<file path="src/rtl/opcode_fetch_seq.sv">
// -----------------------------------------------------------------------------
// opcode_fetch_seq
//
// CPU front end. Fetches an opcode byte (plus an optional CB page byte and up
// to two immediate bytes) from the memory bus, and presents the latched opcode
// to the microcode lookup. It then reads back the immediate length and hands
// the complete instruction to execute over a valid/ready handshake. It also
// owns the program counter, which execute may reload at any time.
//
// Parameters:
//   RESET_PC     PC value after reset
//   CB_OPCODE    prefix byte that selects the CB opcode page
//
// Ports:
//   clk          system clock, rising edge
//   rst          asynchronous active-high reset
//   mem_req      read request, held until mem_ack (registered)
//   mem_addr     read address (always equal to pc)
//   mem_ack      read accepted, mem_rdata valid in the same cycle
//   mem_rdata    read data byte
//   opcode       latched opcode for the microcode lookup
//   cb_prefix    opcode belongs to the CB-prefixed page
//   imm_len      immediate byte count from the control word (3 acts as 2)
//   imm          immediate, first byte in [7:0], second in [15:8]
//   issue_valid  instruction complete, held until issue_ready
//   issue_ready  execute accepts the instruction
//   pc           address of the next byte to fetch
//   pc_load      redirect request from execute (highest priority)
//   pc_load_val  redirect target
// -----------------------------------------------------------------------------
module opcode_fetch_seq #(
  parameter logic [15:0] RESET_PC  = 16'h0000,
  parameter logic [7:0]  CB_OPCODE = 8'hCB
) (
  input  logic        clk,
  input  logic        rst,
  output logic        mem_req,
  output logic [15:0] mem_addr,
  input  logic        mem_ack,
  input  logic [7:0]  mem_rdata,
  output logic [7:0]  opcode,
  output logic        cb_prefix,
  input  logic [1:0]  imm_len,
  output logic [15:0] imm,
  output logic        issue_valid,
  input  logic        issue_ready,
  output logic [15:0] pc,
  input  logic        pc_load,
  input  logic [15:0] pc_load_val
);

  typedef enum logic [2:0] {
    FETCH_OP,
    FETCH_CB,
    LEN,
    FETCH_IMM,
    ISSUE
  } state_t;

  state_t     state;
  logic [1:0] imm_cnt;  // immediate bytes still to fetch
  logic       imm_hi;   // next immediate byte goes to imm[15:8]
  logic       xfer;
  logic [1:0] len_eff;

  // A byte moves only when the request is up and memory accepts it.
  assign xfer     = mem_req & mem_ack;
  assign mem_addr = pc;
  // The control word can encode 3, but no instruction carries more than two
  // immediate bytes.
  assign len_eff  = (imm_len == 2'd3) ? 2'd2 : imm_len;

  // NOTE: all state here updates with non-blocking assignments so every
  // branch sees the pre-edge values of pc, state and mem_req.
  always_ff @(posedge clk or posedge rst) begin
    if (rst) begin
      state       <= FETCH_OP;
      pc          <= RESET_PC;
      mem_req     <= 1'b0;
      opcode      <= 8'h00;
      cb_prefix   <= 1'b0;
      imm         <= 16'h0000;
      issue_valid <= 1'b0;
      imm_cnt     <= 2'd0;
      imm_hi      <= 1'b0;
    end else if (pc_load) begin
      // Redirect wins over everything: any byte arriving this cycle is
      // dropped and pc does not advance. A concurrent issue handshake has
      // already been seen by execute, so clearing issue_valid is correct.
      pc          <= pc_load_val;
      state       <= FETCH_OP;
      issue_valid <= 1'b0;
      mem_req     <= 1'b1;
    end else begin
      if (xfer) begin
        pc <= pc + 16'd1;
      end

      case (state)
        FETCH_OP: begin
          if (xfer) begin
            opcode    <= mem_rdata;
            cb_prefix <= 1'b0;
            imm       <= 16'h0000;
            if (mem_rdata == CB_OPCODE) begin
              state <= FETCH_CB;      // keep requesting for the page byte
            end else begin
              state   <= LEN;
              mem_req <= 1'b0;
            end
          end else begin
            mem_req <= 1'b1;          // first fetch after reset starts here
          end
        end

        FETCH_CB: begin
          if (xfer) begin
            opcode    <= mem_rdata;
            cb_prefix <= 1'b1;
            state     <= LEN;
            mem_req   <= 1'b0;
          end else begin
            mem_req <= 1'b1;
          end
        end

        LEN: begin
          // opcode/cb_prefix settled last edge, so imm_len is valid now.
          if (len_eff == 2'd0) begin
            state       <= ISSUE;
            issue_valid <= 1'b1;
          end else begin
            imm_cnt <= len_eff;
            imm_hi  <= 1'b0;
            state   <= FETCH_IMM;
            mem_req <= 1'b1;
          end
        end

        FETCH_IMM: begin
          if (xfer) begin
            if (imm_hi) begin
              imm[15:8] <= mem_rdata;
            end else begin
              imm[7:0] <= mem_rdata;
            end
            imm_hi  <= 1'b1;
            imm_cnt <= imm_cnt - 2'd1;
            if (imm_cnt == 2'd1) begin
              state       <= ISSUE;
              mem_req     <= 1'b0;
              issue_valid <= 1'b1;
            end
          end
        end

        ISSUE: begin
          // No prefetch: the bus stays idle until execute takes the
          // instruction, then the next opcode fetch starts immediately.
          if (issue_ready) begin
            issue_valid <= 1'b0;
            state       <= FETCH_OP;
            mem_req     <= 1'b1;
          end
        end

        default: begin
          state   <= FETCH_OP;
          mem_req <= 1'b0;
        end
      endcase
    end
  end

endmodule

</file>
<file path="config.mk">
export PLATFORM = sky130hd
export DESIGN_NAME = opcode_fetch_seq
export DESIGN_NICKNAME = d
export VERILOG_FILES = /design/src/rtl/opcode_fetch_seq.sv
export SDC_FILE = /design/constraint.sdc
export NUM_CORES = 1
export LEC_CHECK = 0
export CORE_ASPECT_RATIO = 0.9
export CORE_UTILIZATION = 40
export CTS_CLUSTER_DIAMETER = 200
export CTS_CLUSTER_SIZE = 14
export DETAILED_ROUTE_END_ITERATION = 7
export HOLD_SLACK_MARGIN = 0.08
export PLACE_DENSITY = 0.76
export SLEW_MARGIN = 20
export SYNTH_ARGS = -nofsm -noshare
export SYNTH_HDL_FRONTEND = slang
export SYNTH_SLANG_ARGS = --single-unit
</file>
<file path="constraint.sdc">
create_clock -name clk -period 1.8 [get_ports clk]
set_clock_uncertainty 0.1 [all_clocks]
set_input_delay 0.36 -clock clk [delete_from_list [all_inputs] [get_ports clk]]
set_output_delay 0.36 -clock clk [all_outputs]
set_load 0.05 [all_outputs]
</file>
=== Word level (Yosys, flattened, before mapping) ===
Cells that the tools add are included.
Widths: inputs -> output; s select.

* Register bits after elaboration: 49
* Output and inout port bits: 59
* Word-level logic and storage cells: 91

* $add $sub $neg: 2
* Equal/unequal tests: 21
* Mux-type cells: 40
* Bitwise logic cells: 2
* Reduce and logical (&&, ||, !) cells: 16

{| class="wikitable"
|+ Operator list
! kind !! count
|-
| $mux 16 || 4
|-
| $pmux 16 s2 || 1
|-
| $reduce_and 5->1 || 5
|-
| $mux 3 || 7
|-
| $ne 3x3->1 const B || 7
|-
| $add 16x1->16 const B || 1
|-
| $mux 1 || 16
|-
| $mux 8 || 2
|-
| $pmux 3 s5 || 1
|-
| $ne 2x2->1 const B || 6
|-
| $eq 8x8->1 const B || 1
|-
| $mux 2 || 4
|-
| $reduce_and 4->1 || 2
|-
| $reduce_bool 2->1 || 4
|-
| $eq 3x2->1 const B || 2
|-
| $pmux 1 s5 || 1
|-
| $ne 4x4->1 const B || 1
|-
| $pmux 1 s2 || 2
|-
| $pmux 2 s2 || 1
|-
| $reduce_bool 4->1 || 1
|-
| $eq 3x1->1 const B || 1
|-
| $eq 3x3->1 const B || 1
|-
| $logic_not 3->1 || 1
|-
| $pmux 1 s3 || 1
|-
| other kinds (8) || 8
|}

=== Longest topological paths before layout ===
* Word-level depth: 6
* Depth in mapped cells: 6
* Mapped depth without buffers: 6

=== Worst setup path before layout ===
Ideal clock, no wire load.

* Path kind: register to register
* From: register pc[0], in the netlist mem_addr[0]
* To: register pc[14], in the netlist mem_addr[14]
* Setup time: 82 ps
* Arrival time: 2,046 ps
* Required time: 1,618 ps
* Setup slack: -428 ps
* Cell stages (with the launch flop): 6
* Buffers on the path: 0
* Period minus slack after synthesis: 2,228 ps
* Cells stage by stage: dfrtp_1 -> ha_1 -> nand3_1 -> or4_4 -> or3_1 -> a31oi_1

* Cells in the longest elaborated chain, start to end: 3

{| class="wikitable"
|+ RTL lines
! element !! line !! text
|-
| start, declared || 47 || <nowiki>output logic [15:0] pc,</nowiki>
|-
| start signal, assigned || 90 || <nowiki>pc <= pc_load_val;</nowiki>
|-
| start signal, assigned || 96 || <nowiki>pc <= pc + 16'd1;</nowiki>
|-
| $add 16x1->16 || 96 ||
|-
| $mux 16 || 95 || <nowiki>if (xfer) begin</nowiki>
|-
| $mux 16 || 86 || <nowiki>end else if (pc_load) begin</nowiki>
|}

Every way passes these cells. The select of a mux whose other input is x is not followed.
A chain may end at the register's enable or synchronous reset.

=== Worst setup path after layout ===
* From: register pc[0], in the netlist mem_addr[0]
* To: register pc[11], in the netlist mem_addr[11]

The elaborated chain is that of the path after synthesis.

==> impl_metrics.json <==
{
  "status": "complete, but fails checks",
  "violations": "design-rule violations, negative setup slack",
  "endpoint_kind": "register",
  "finalInstanceArea_sq_um": 3770,
  "grt_max_degree": 50,
  "initialDrtViolationCount": 222,
  "crit_type": "reg -> reg",
  "ios": 90,
  "fin_nets": 411,
  "cts_max_level": 2,
  "ys_warn_count": 0,
  "netlist_instances": 260,
  "numCtsBuffers": 5,
  "grt_pass1_vias": 2312,
  "dr.pass1.iters": 8,
  "clock-root-buffer": "clkbuf_8",
  "dp_hpwl_microns": 5140,
  "p_leak_nw": 1.70,
  "start_util": 0.424,
  "die-area_sq_um": 6490,
  "instances_no_fill": 449,
  "final_util": 0.648,
  "setup_ws_ns": -0.0144,
  "placed_area_sq_um": 3610,
  "critPathLaunchType": "register",
  "wl_per_cell_microns": 15.2,
  "fp.dieH_microns": 76.5,
  "clock_latency_ns": 0.32,
  "dpl.cell_count": 434,
  "drc": 7,
  "ir_drop_uv": 754,
  "cts_tree": "done",
  "layout_common_cells": "buf_4 (97), nand2_1 (43), o21ai_0 (35), dfrtp_1 (35), clkdlybuf4s50_1 (29)",
  "synth.avg_cell_area_sq_um": 9.49,
  "num-fill-cells": 456,
  "final_common_cell": "buf_4",
  "grt.total_usage": 0.223,
  "seq_area_frac_synth": 0.497,
  "worstMarginPinSlew_ns": 0.418,
  "synth_cell_types": 38,
  "power.density_nw_per_um2": 1120,
  "hold_viol": 0,
  "cp.arrival_ns": 1.96,
  "maxSlewViolCount": 0,
  "overflow": 0,
  "fp-row-count": 26,
  "max_freq_mhz": 551,
  "setup_viol": 1,
  "slew_headroom": 0.719,
  "path_clk_slew_ns": 0.10,
  "final_antenna_net_count": 0,
  "ys_seq_elements": 49,
  "grt_pass1_wl_microns": 11500,
  "layout-drive-gt1-share": 0.383,
  "antennaDiodeCount": 0,
  "vias": 2337,
  "synthToLayoutAreaGrowth_pct": 52.9,
  "numPortBuffers": 89,
  "antenna_found_initial": 0,
  "clockBufferDepth": 2,
  "path_max_fanout": 4,
  "required_ns": 1.94,
  "gp_congestion": 0.911,
  "die_w_microns": 84.8,
  "syn-num-nets": 293,
  "fin_crit_ns": 1.81,
  "vias_per_cell": 5.20,
  "core_sq_um": 5820,
  "timing.final.crit_share": 1.01,
  "rsz0062_at_grt": "yes",
  "pre_cts_ws_ns": -0.452,
  "routed_wl_microns": 6840,
  "cts.sinks": 49,
  "fin_tns_setup_ns": -0.0144,
  "hp-class": "in -> async",
  "maxCapViolCount": 0,
  "synth_area_sq_um": 2470
}
-- worst paths after layout --
check | depth (start not counted) | end | startpoint | slack [ns]
setup / recovery | 4 | mem_addr[11]$_DFFE_PP0P_ | mem_addr[0]$_DFFE_PP0P_ | -0.01
hold / removal | 3 | imm[15]$_DFFE_PP0P_ | rst | 0.30
setup reg to reg | 4 | mem_addr[11]$_DFFE_PP0P_ | mem_addr[0]$_DFFE_PP0P_ | -0.01
hold reg to reg | 2 | imm[15]$_DFFE_PP0P_ | imm[15]$_DFFE_PP0P_ | 0.39
max in group asynchronous | 3 | mem_addr[2]$_DFFE_PP0P_ | rst | 1.04
min in group clk | 2 | imm[15]$_DFFE_PP0P_ | imm[15]$_DFFE_PP0P_ | 0.39
-- final cells by class --
type                            count  area (sq um)  area share
Clock buffer                        5          68.8      0.0182
Clock inverter                      3          43.8      0.0116
Inverter                            8          30.0     0.00795
Multi-Input combinational cell    177          1070       0.284
Sequential cell                    49          1240       0.329
Tap cell                           70          87.6      0.0232
Timing Repair Buffer              137          1230       0.325
-- worst max-delay path: stages, from the launching register on --
cell	delay [ns]
dfrtp_2	0.42
nand4_1	0.19
or4_1	0.58
or3_1	0.33
a31oi_1	0.13
-- repair_timing --
action / 4_1_cts / 5_1_grt
endpoints found under the hold margin: 0 / 0
setup buffers: 4 / 3
cloned: 0 / 0
pin swaps: 2 / 6
endpoints found under the setup margin: 4 / 4
hold buffers: 0 / 0
resized for setup: 1 / 1
-- kinds of logic after synthesis --
group                    count (synthesis)  synth area share
AND/OR/NAND/NOR                         99             0.197
flip-flops                              49             0.497
AO/OA/AOI/OAI                           51             0.119
adder cells (fa/ha/maj)                  2            0.0101
buffers and inverters                   34            0.0770
XOR/XNOR                                12            0.0426
multiplexers                            13            0.0578
-- where the power goes --
part | internal, mW | total, mW | switching [mW] | leakage (nW)
clock network | 0.417 | 0.826 | 0.409 | 0.0585
registers | 1.30 | 1.46 | 0.163 | 0.609
logic | 0.763 | 1.95 | 1.19 | 1.03
total | 2.48 | 4.24 | 1.76 | 1.70
-- stage by stage --
stage          total power [mW]  hold WS [ns]
2_1_floorplan              2.66         0.370
3_3_place_gp               3.36         0.366
3_5_place_dp               3.41         0.371
4_1_cts                    4.24         0.315
5_1_grt                    4.42         0.354
6_report                   4.24         0.301
-- per-layer routing --
layer  routed length [microns]  vias up  global-route usage
li1                          -     1126                   -
met1                      3070     1122               0.309
met2                      3310       81               0.362
met3                       371        8              0.0368
met4                        89        0              0.0644
met5                         0        -                   0
-- synth_stat cells (all sizes together) --
master,number,area share
o21ai,35,0.071
clkbuf,8,0.012
and3b,1,0.0035
o2111a,1,0.0046
a31oi,5,0.013
o211ai,2,0.0061
nand3,3,0.011
clkinv,1,0.0015
nand2,43,0.065
mux2,10,0.046
and3,2,0.0051
nand3b,2,0.0061
nand2b,4,0.010
o22ai,1,0.0025
ha,2,0.010
nor3,6,0.012
nor2,18,0.027
or3,5,0.013
nor4,2,0.0051
buf,18,0.053
and2,1,0.0025
xnor2,8,0.028
o41ai,1,0.0035
mux2i,3,0.012
a311oi,1,0.0035
xor2,4,0.014
inv,7,0.011
a32o,1,0.0041
nor4b,1,0.0035
nand4b,1,0.0035
a21oi,2,0.0041
a221oi,2,0.0071
nand4,7,0.018
or4,3,0.011
dfrtp,49,0.50
-- sequential cells by signal, summed over array words and instances, names as in the netlist --
| register | cells |
|---|---|
| imm | 16 |
| state | 3 |
| imm_hi | 1 |
| issue_valid | 1 |
| opcode | 8 |
| cb_prefix | 1 |
| mem_addr | 16 |
| mem_req | 1 |
| imm_cnt | 2 |
(Power assumes the default switching activity.)
